$ cat src/rtl/uart_tx_scheduler_if.sv
// Signal bundle between the host-side requesters/config master and uart_tx_scheduler.
interface uart_tx_scheduler_if #(
    parameter int NREQ = 4
);
    logic              cfg_we;
    logic [3:0]        cfg_sel;
    logic [NREQ-1:0]   req;
    logic [8*NREQ-1:0] data;
    logic [NREQ-1:0]   gnt;
    logic [NREQ-1:0]   done;
    logic              Tx;
    logic              busy;
    logic [3:0]        cur_sel;
    logic              cfg_err;

    modport master (
        output cfg_we, cfg_sel, req, data,
        input  gnt, done, Tx, busy, cur_sel, cfg_err
    );

    modport slave (
        input  cfg_we, cfg_sel, req, data,
        output gnt, done, Tx, busy, cur_sel, cfg_err
    );
endinterface

$ cat src/rtl/uart_tx_scheduler.sv
// Round-robin shared UART transmitter with an internal baud enable derived from the system clock.
// Defining UART_PARITY_EN inserts an even-parity bit between the data bits and the stop bit(s).
module uart_tx_scheduler #(
    parameter int NREQ      = 4,
    parameter int BASE_DIV  = 16,
    parameter int CNT_W     = 16,
    parameter int STOP_BITS = 1
) (
    input  logic               Clk,
    input  logic               Rst,
    uart_tx_scheduler_if.slave bus
);
    localparam int PTR_W = $clog2(NREQ);
    localparam int SUM_W = PTR_W + 1;
    localparam logic [2:0] STOP_LAST = 3'(STOP_BITS - 1);

`ifdef UART_PARITY_EN
    typedef enum logic [2:0] {S_IDLE, S_START, S_DATA, S_PAR, S_STOP} state_t;
`else
    typedef enum logic [2:0] {S_IDLE, S_START, S_DATA, S_STOP} state_t;
`endif

    state_t           r_state;
    state_t           w_nextState;
    logic [CNT_W-1:0] r_cnt;
    logic [CNT_W-1:0] w_bitLen;
    logic [CNT_W-1:0] w_bitLast;
    logic [2:0]       r_bitIdx;
    logic [7:0]       r_shift;
    logic [NREQ-1:0]  r_gnt;
    logic [NREQ-1:0]  r_owner;
    logic [PTR_W-1:0] r_ptr;
    logic [3:0]       r_curSel;
    logic             r_cfgErr;
`ifdef UART_PARITY_EN
    logic             r_parity;
`endif

    logic [PTR_W-1:0] w_winner;
    logic [NREQ-1:0]  w_winnerOh;
    logic [7:0]       w_winnerByte;
    logic [SUM_W-1:0] w_idx;
    logic             w_anyReq;
    logic             w_bitEnd;
    logic             w_grant;
    logic             w_advance;
    logic             w_loadCfg;
    logic             w_rejectCfg;
    logic [NREQ-1:0]  w_done;
    logic             w_tx;

    // Bit period is fixed by cur_sel, which can only change while idle.
    assign w_bitLen     = CNT_W'(BASE_DIV) * (CNT_W'(r_curSel) + CNT_W'(1));
    assign w_bitLast    = w_bitLen - CNT_W'(1);
    assign w_bitEnd     = (r_cnt == w_bitLast);
    assign w_winnerOh   = {{(NREQ-1){1'b0}}, 1'b1} << w_winner;
    assign w_winnerByte = bus.data[{w_winner, 3'b000} +: 8];

    // Walk downward so the nearest requester after the pointer is the last one written.
    always_comb begin
        w_anyReq = 1'b0;
        w_winner = '0;
        w_idx    = '0;
        for (int k = NREQ; k >= 1; k--) begin
            w_idx = {1'b0, r_ptr} + SUM_W'(k);
            if (w_idx >= SUM_W'(NREQ)) begin
                w_idx = w_idx - SUM_W'(NREQ);
            end
            if (bus.req[w_idx[PTR_W-1:0]]) begin
                w_anyReq = 1'b1;
                w_winner = w_idx[PTR_W-1:0];
            end
        end
    end

    always_ff @(posedge Clk) begin
        if (Rst) begin
            r_state <= S_IDLE;
        end else begin
            r_state <= w_nextState;
        end
    end

    always_comb begin
        w_nextState = r_state;
        w_grant     = 1'b0;
        w_advance   = 1'b0;
        w_loadCfg   = 1'b0;
        w_rejectCfg = 1'b0;
        w_done      = '0;
        w_tx        = 1'b1;
        case (r_state)
            S_IDLE: begin
                if (bus.cfg_we) begin
                    w_loadCfg = 1'b1;
                end else if (w_anyReq) begin
                    w_grant     = 1'b1;
                    w_nextState = S_START;
                end
            end
            S_START: begin
                w_tx = 1'b0;
                if (w_bitEnd) begin
                    w_advance   = 1'b1;
                    w_nextState = S_DATA;
                end
            end
            S_DATA: begin
                w_tx = r_shift[0];
                if (w_bitEnd) begin
                    w_advance = 1'b1;
                    if (r_bitIdx == 3'd7) begin
`ifdef UART_PARITY_EN
                        w_nextState = S_PAR;
`else
                        w_nextState = S_STOP;
`endif
                    end
                end
            end
`ifdef UART_PARITY_EN
            S_PAR: begin
                w_tx = r_parity;
                if (w_bitEnd) begin
                    w_advance   = 1'b1;
                    w_nextState = S_STOP;
                end
            end
`endif
            S_STOP: begin
                if (w_bitEnd) begin
                    w_advance = 1'b1;
                    if (r_bitIdx == STOP_LAST) begin
                        w_done      = r_owner;
                        w_nextState = S_IDLE;
                    end
                end
            end
            default: begin
                w_nextState = S_IDLE;
            end
        endcase
        if (r_state != S_IDLE && bus.cfg_we) begin
            w_rejectCfg = 1'b1;
        end
    end

    // Bit index doubles as the stop-bit counter; it clears whenever the state changes.
    always_ff @(posedge Clk) begin
        if (Rst) begin
            r_cnt    <= '0;
            r_bitIdx <= '0;
            r_shift  <= '0;
            r_gnt    <= '0;
            r_owner  <= '0;
            r_ptr    <= PTR_W'(NREQ - 1);
            r_curSel <= '0;
            r_cfgErr <= 1'b0;
        end else begin
            r_gnt    <= '0;
            r_cfgErr <= w_rejectCfg;
            if (w_loadCfg) begin
                r_curSel <= bus.cfg_sel;
            end
            if (w_grant) begin
                r_gnt    <= w_winnerOh;
                r_owner  <= w_winnerOh;
                r_ptr    <= w_winner;
                r_shift  <= w_winnerByte;
                r_cnt    <= '0;
                r_bitIdx <= '0;
            end else if (w_advance) begin
                r_cnt    <= '0;
                r_bitIdx <= (w_nextState == r_state) ? r_bitIdx + 3'd1 : 3'd0;
                if (r_state == S_DATA) begin
                    r_shift <= {1'b0, r_shift[7:1]};
                end
            end else if (r_state != S_IDLE) begin
                r_cnt <= r_cnt + CNT_W'(1);
            end
        end
    end

`ifdef UART_PARITY_EN
    always_ff @(posedge Clk) begin
        if (Rst) begin
            r_parity <= 1'b0;
        end else if (w_grant) begin
            r_parity <= ^w_winnerByte;
        end
    end
`endif

    assign bus.gnt     = r_gnt;
    assign bus.done    = Rst ? '0 : w_done;
    assign bus.Tx      = w_tx;
    assign bus.busy    = (r_state != S_IDLE);
    assign bus.cur_sel = r_curSel;
    assign bus.cfg_err = r_cfgErr;
endmodule

$ cat src/flat_wrapper.sv
// flat-port wrapper written by rule: the top's interface ports become plain ports
module uart_tx_scheduler_flat 
#(
    parameter int NREQ      = 4,
    parameter int BASE_DIV  = 16,
    parameter int CNT_W     = 16,
    parameter int STOP_BITS = 1
)
  (Clk, Rst, bus_cfg_we, bus_cfg_sel, bus_req, bus_data, bus_gnt, bus_done, bus_Tx, bus_busy, bus_cur_sel, bus_cfg_err);
  uart_tx_scheduler_if #(.NREQ(NREQ)) bus_i ();
  input  logic Clk;
  input  logic Rst;
  input wire logic [$bits(bus_i.cfg_we)-1:0] bus_cfg_we;
  input wire logic [$bits(bus_i.cfg_sel)-1:0] bus_cfg_sel;
  input wire logic [$bits(bus_i.req)-1:0] bus_req;
  input wire logic [$bits(bus_i.data)-1:0] bus_data;
  output wire logic [$bits(bus_i.gnt)-1:0] bus_gnt;
  output wire logic [$bits(bus_i.done)-1:0] bus_done;
  output wire logic [$bits(bus_i.Tx)-1:0] bus_Tx;
  output wire logic [$bits(bus_i.busy)-1:0] bus_busy;
  output wire logic [$bits(bus_i.cur_sel)-1:0] bus_cur_sel;
  output wire logic [$bits(bus_i.cfg_err)-1:0] bus_cfg_err;
  assign bus_i.cfg_we = bus_cfg_we;
  assign bus_i.cfg_sel = bus_cfg_sel;
  assign bus_i.req = bus_req;
  assign bus_i.data = bus_data;
  assign bus_gnt = bus_i.gnt;
  assign bus_done = bus_i.done;
  assign bus_Tx = bus_i.Tx;
  assign bus_busy = bus_i.busy;
  assign bus_cur_sel = bus_i.cur_sel;
  assign bus_cfg_err = bus_i.cfg_err;
  uart_tx_scheduler #(.NREQ(NREQ), .BASE_DIV(BASE_DIV), .CNT_W(CNT_W), .STOP_BITS(STOP_BITS)) u_core (.Clk(Clk), .Rst(Rst), .bus(bus_i));
endmodule
$ cat config.mk
export PLATFORM = sky130hd
export DESIGN_NAME = uart_tx_scheduler_flat
export DESIGN_NICKNAME = d
export VERILOG_FILES = /design/src/rtl/uart_tx_scheduler_if.sv /design/src/rtl/uart_tx_scheduler.sv /design/src/flat_wrapper.sv
export SDC_FILE = /design/constraint.sdc
export NUM_CORES = 1
export LEC_CHECK = 0
export ABC_AREA = 1
export CORE_MARGIN = 10
export CORE_UTILIZATION = 50
export DETAILED_ROUTE_END_ITERATION = 10
export PLACE_DENSITY_LB_ADDON = 0.08
export SYNTH_ARGS = -nofsm -noshare
export SYNTH_HDL_FRONTEND = slang
export SYNTH_SLANG_ARGS = --single-unit
$ cat constraint.sdc
create_clock -name Clk -period 4.1 [get_ports Clk]
set_input_delay 1.025 -clock Clk [delete_from_list [all_inputs] [get_ports Clk]]
set_output_delay 1.025 -clock Clk [all_outputs]
set_load 0.02 [all_outputs]
==> results.py <==
metrics = {
    "floorplan": {
        "die_w_um": 96.74,
        "dieArea_um2": 9358,
        "core_area_um2": 5608,
        "num_io_pins": 58,
        "dieHeight_um": 96.74,
        "start_util": 0.5250,
        "rows": 27,
    },
    "timing": {
        "clock_skew_ns": 0.007765,
        "min_period_over_period": 0.9616,
        "period_minus_slack_ns": 3.942,
        "setup_viol": 0,
        "setup_ws_ns": 0.1576,
        "worst_pin_slew_ns": 0.5923,
        "rsz0062_at_grt": "no",
        "final_max_slew_viol_count": 0,
        "hold_violations": 0,
        "slew_headroom": 0.6015,
        "fmax_ghz": 0.2536,
    },
    "cells_and_area": {
        "n_antenna_cell": 0,
        "fill_cells": 531,
        "syn2layout_area_growth_pct": 25.46,
        "final_cell_mix": "nand2_1, nand3_1, inv_1, clkdlybuf4s50_1, dfxtp_1",
        "drive_gt1_frac": 0.1341,
        "final_common_cell": "nand2_1",
        "final_cell_area_um2": 3694,
        "nets": 556,
    },
    "detailed_routing": {
        "drc": 0,
        "drtAntennaViolNets": 0,
        "wl_met2_mm": 3.563,
        "initialDrtViolationCount": 136,
        "wl_met3_um": 663,
        "routed_via_density": 5.098,
        "routed.top_layer": "met4",
        "num_vias": 2952,
        "wirelength_mm": 7.784,
        "wl_per_cell_um": 13.44,
        "dr.pass1.iters": 4,
        "drt-met1-wl_mm": 3.510,
    },
    "hold_path": {
        "hp-class": "reg2reg",
        "min_to": "u_core.r_cnt[10]",
        "min_path_cells": 2,
        "min_from": "u_core.r_cnt[10]",
    },
    "critical_path": {
        "required_ns": 3.07,
        "r2r_end": "u_core.r_bitIdx[2]",
        "critical_path_arrival_ns": 2.92,
        "worst-setup-path-type": "reg2out",
        "r2r_start": "u_core.bus.cur_sel[1]",
        "reg2reg_slack_ns": 1.20,
        "cp-start-kind": "flop",
        "rr_worst_depth": 17,
        "worst-path-max-fanout": 5,
        "end_kind": "output pin",
    },
    "logic_synthesis": {
        "netlist_area_um2": 2944,
        "synth-edff-count": 0,
        "ys_types": 37,
        "synthFlopType": "dfxtp_1",
        "postSynth.asyncResetShare": 0,
        "yosysSeqAreaShare": 0.3060,
        "syn_area_per_cell_um2": 6.616,
        "synth_fp_nets": 495,
        "syn_inst": 445,
        "yosys_warnings": 0,
        "ys_ff_latch": 45,
    },
    "clock_network": {
        "clock-sinks": 45,
        "clockBufferDepth": 2,
        "cts_buffers": 5,
        "cts_resized": 18,
        "cts_max_level": 2,
        "clock_latency_ns": 0.31,
        "cts_hold_buf": 0,
        "cts.clk_slew.worst_paths_ns": 0.08,
        "cts_root_buffer": "clkbuf_8",
        "cts_tree": "yes",
        "post_cts_buffers": 0,
    },
    "placement": {
        "routabilityCongestion": 0.9167,
        "port_buffers": 57,
        "placed_cell_area_um2": 3590,
        "post-place-ws_ns": -0.02256,
        "dp_hpwl_mm": 6.236,
    },
    "global_route": {
        "grt_usage": 0.1640,
        "grt_max_degree": 19,
        "grt_pass1_wl_mm": 13.34,
        "grt_pass1_vias": 2848,
        "antenna_found_initial": 0,
        "grt-ovfl-total": 0,
    },
    "power_and_ir_drop": {
        "p_leak_nw": 1.647,
        "peakVddDrop_v": 0.0002476,
        "powerDensity_nw_per_um2": 333.4,
    },
    "run": {
        "maxCapViolations": 0,
    },
    "outcome": {
        "status": "completed",
    },
}
[sequential cells by signal, summed over array words and instances (netlist names)]
signal	flops
u_core.r_ptr	2
u_core.r_cnt	16
u_core.bus.gnt	4
u_core.bus.cfg_err	1
u_core.r_state	3
u_core.r_owner	4
u_core.r_shift	8
u_core.bus.cur_sel	4
u_core.r_bitIdx	3
[final cells by class]
cell class	instances	area, µm²	area share
inverters	62	240.2	0.06504
well taps	72	90.09	0.02439
clock inverters	1	30.03	0.008130
flip-flops and latches	45	903.4	0.2446
clock buffers	7	86.33	0.02337
repair buffers	66	620.6	0.1680
multi-input cells	326	1723	0.4665
[cell usage after synthesis (5+ instances only)]
cell / number / area share
nand2_1: 99 / 0.13
nand3_1: 76 / 0.13
inv_1: 55 / 0.070
dfxtp_1: 45 / 0.31
nor2_1: 31 / 0.040
nand2_2: 17 / 0.036
a21oi_1: 15 / 0.025
nor3_1: 13 / 0.022
o21ai_0: 11 / 0.019
xor2_1: 10 / 0.030
ha_1: 7 / 0.030
nand4_1: 6 / 0.013
nand2_4: 5 / 0.019
[metal layers]
| metal | track usage | vias up |
|---|---|---|
| met5 | 0 | - |
| met4 | 0.04622 | 0 |
| met3 | 0.04897 | 6 |
| met2 | 0.2582 | 91 |
| met1 | 0.2102 | 1298 |
| li1 | - | 1557 |
[through the flow]
stage	instances	hold slack (ns)	util	setup TNS (ns)	power, mW
global route	579	0.5110	0.6586	0	1.308
CTS	579	0.4818	0.6611	0	1.235
finish	579	0.4778	0.6586	0	1.232
floorplan	445	0.4391	-	0	0.7728
global placement	571	0.4494	0.6401	0	0.8820
detailed placement	571	0.4688	0.6401	-0.03718	0.8879
[worst max path at each step]
| stage | start | end | slack [ns] |
|---|---|---|---|
| floorplan | u_core.bus.cur_sel[0] | bus_done[0] | 0.29 |
| global placement | u_core.bus.cur_sel[1] | bus_done[1] | 0.09 |
| detailed placement | u_core.bus.cur_sel[1] | bus_done[1] | -0.02 |
| CTS | u_core.bus.cur_sel[1] | bus_done[2] | 0.01 |
| global route | u_core.bus.cur_sel[1] | bus_done[0] | 0.002 |
| finish | u_core.bus.cur_sel[1] | bus_done[1] | 0.16 |
[report_power, final]
part	internal [mW]	switching, mW
clock network	0.199	0.153
registers	0.460	0.0170
logic	0.160	0.242
total	0.819	0.412
[cell families after synthesis]
group,Yosys count,synth area share
AND/OR/NAND/NOR,268,0.4450
other,1,0.001274
adder cells (fa/ha/maj),7,0.02975
XOR/XNOR,13,0.03867
buffers and inverters,74,0.1096
flip-flops,45,0.3060
AO/OA/AOI/OAI,37,0.06970
[worst max-delay path: stages (launching register included)]
cell     delay (ns)
dfxtp_2        0.37
ha_2           0.22
inv_1          0.05
nand2_2        0.08
nand2_4        0.04
and3_2         0.20
ha_1           0.28
o21ai_0        0.08
nor2_1         0.11
nand2_1        0.05
nor2_1         0.16
nand3_1        0.15
nor2_4         0.16
nand2_4        0.08
inv_4          0.06
nand3_1        0.14
nor3_1         0.20
buf_4          0.18
Note: power is estimated with default switching activity, not from simulation.
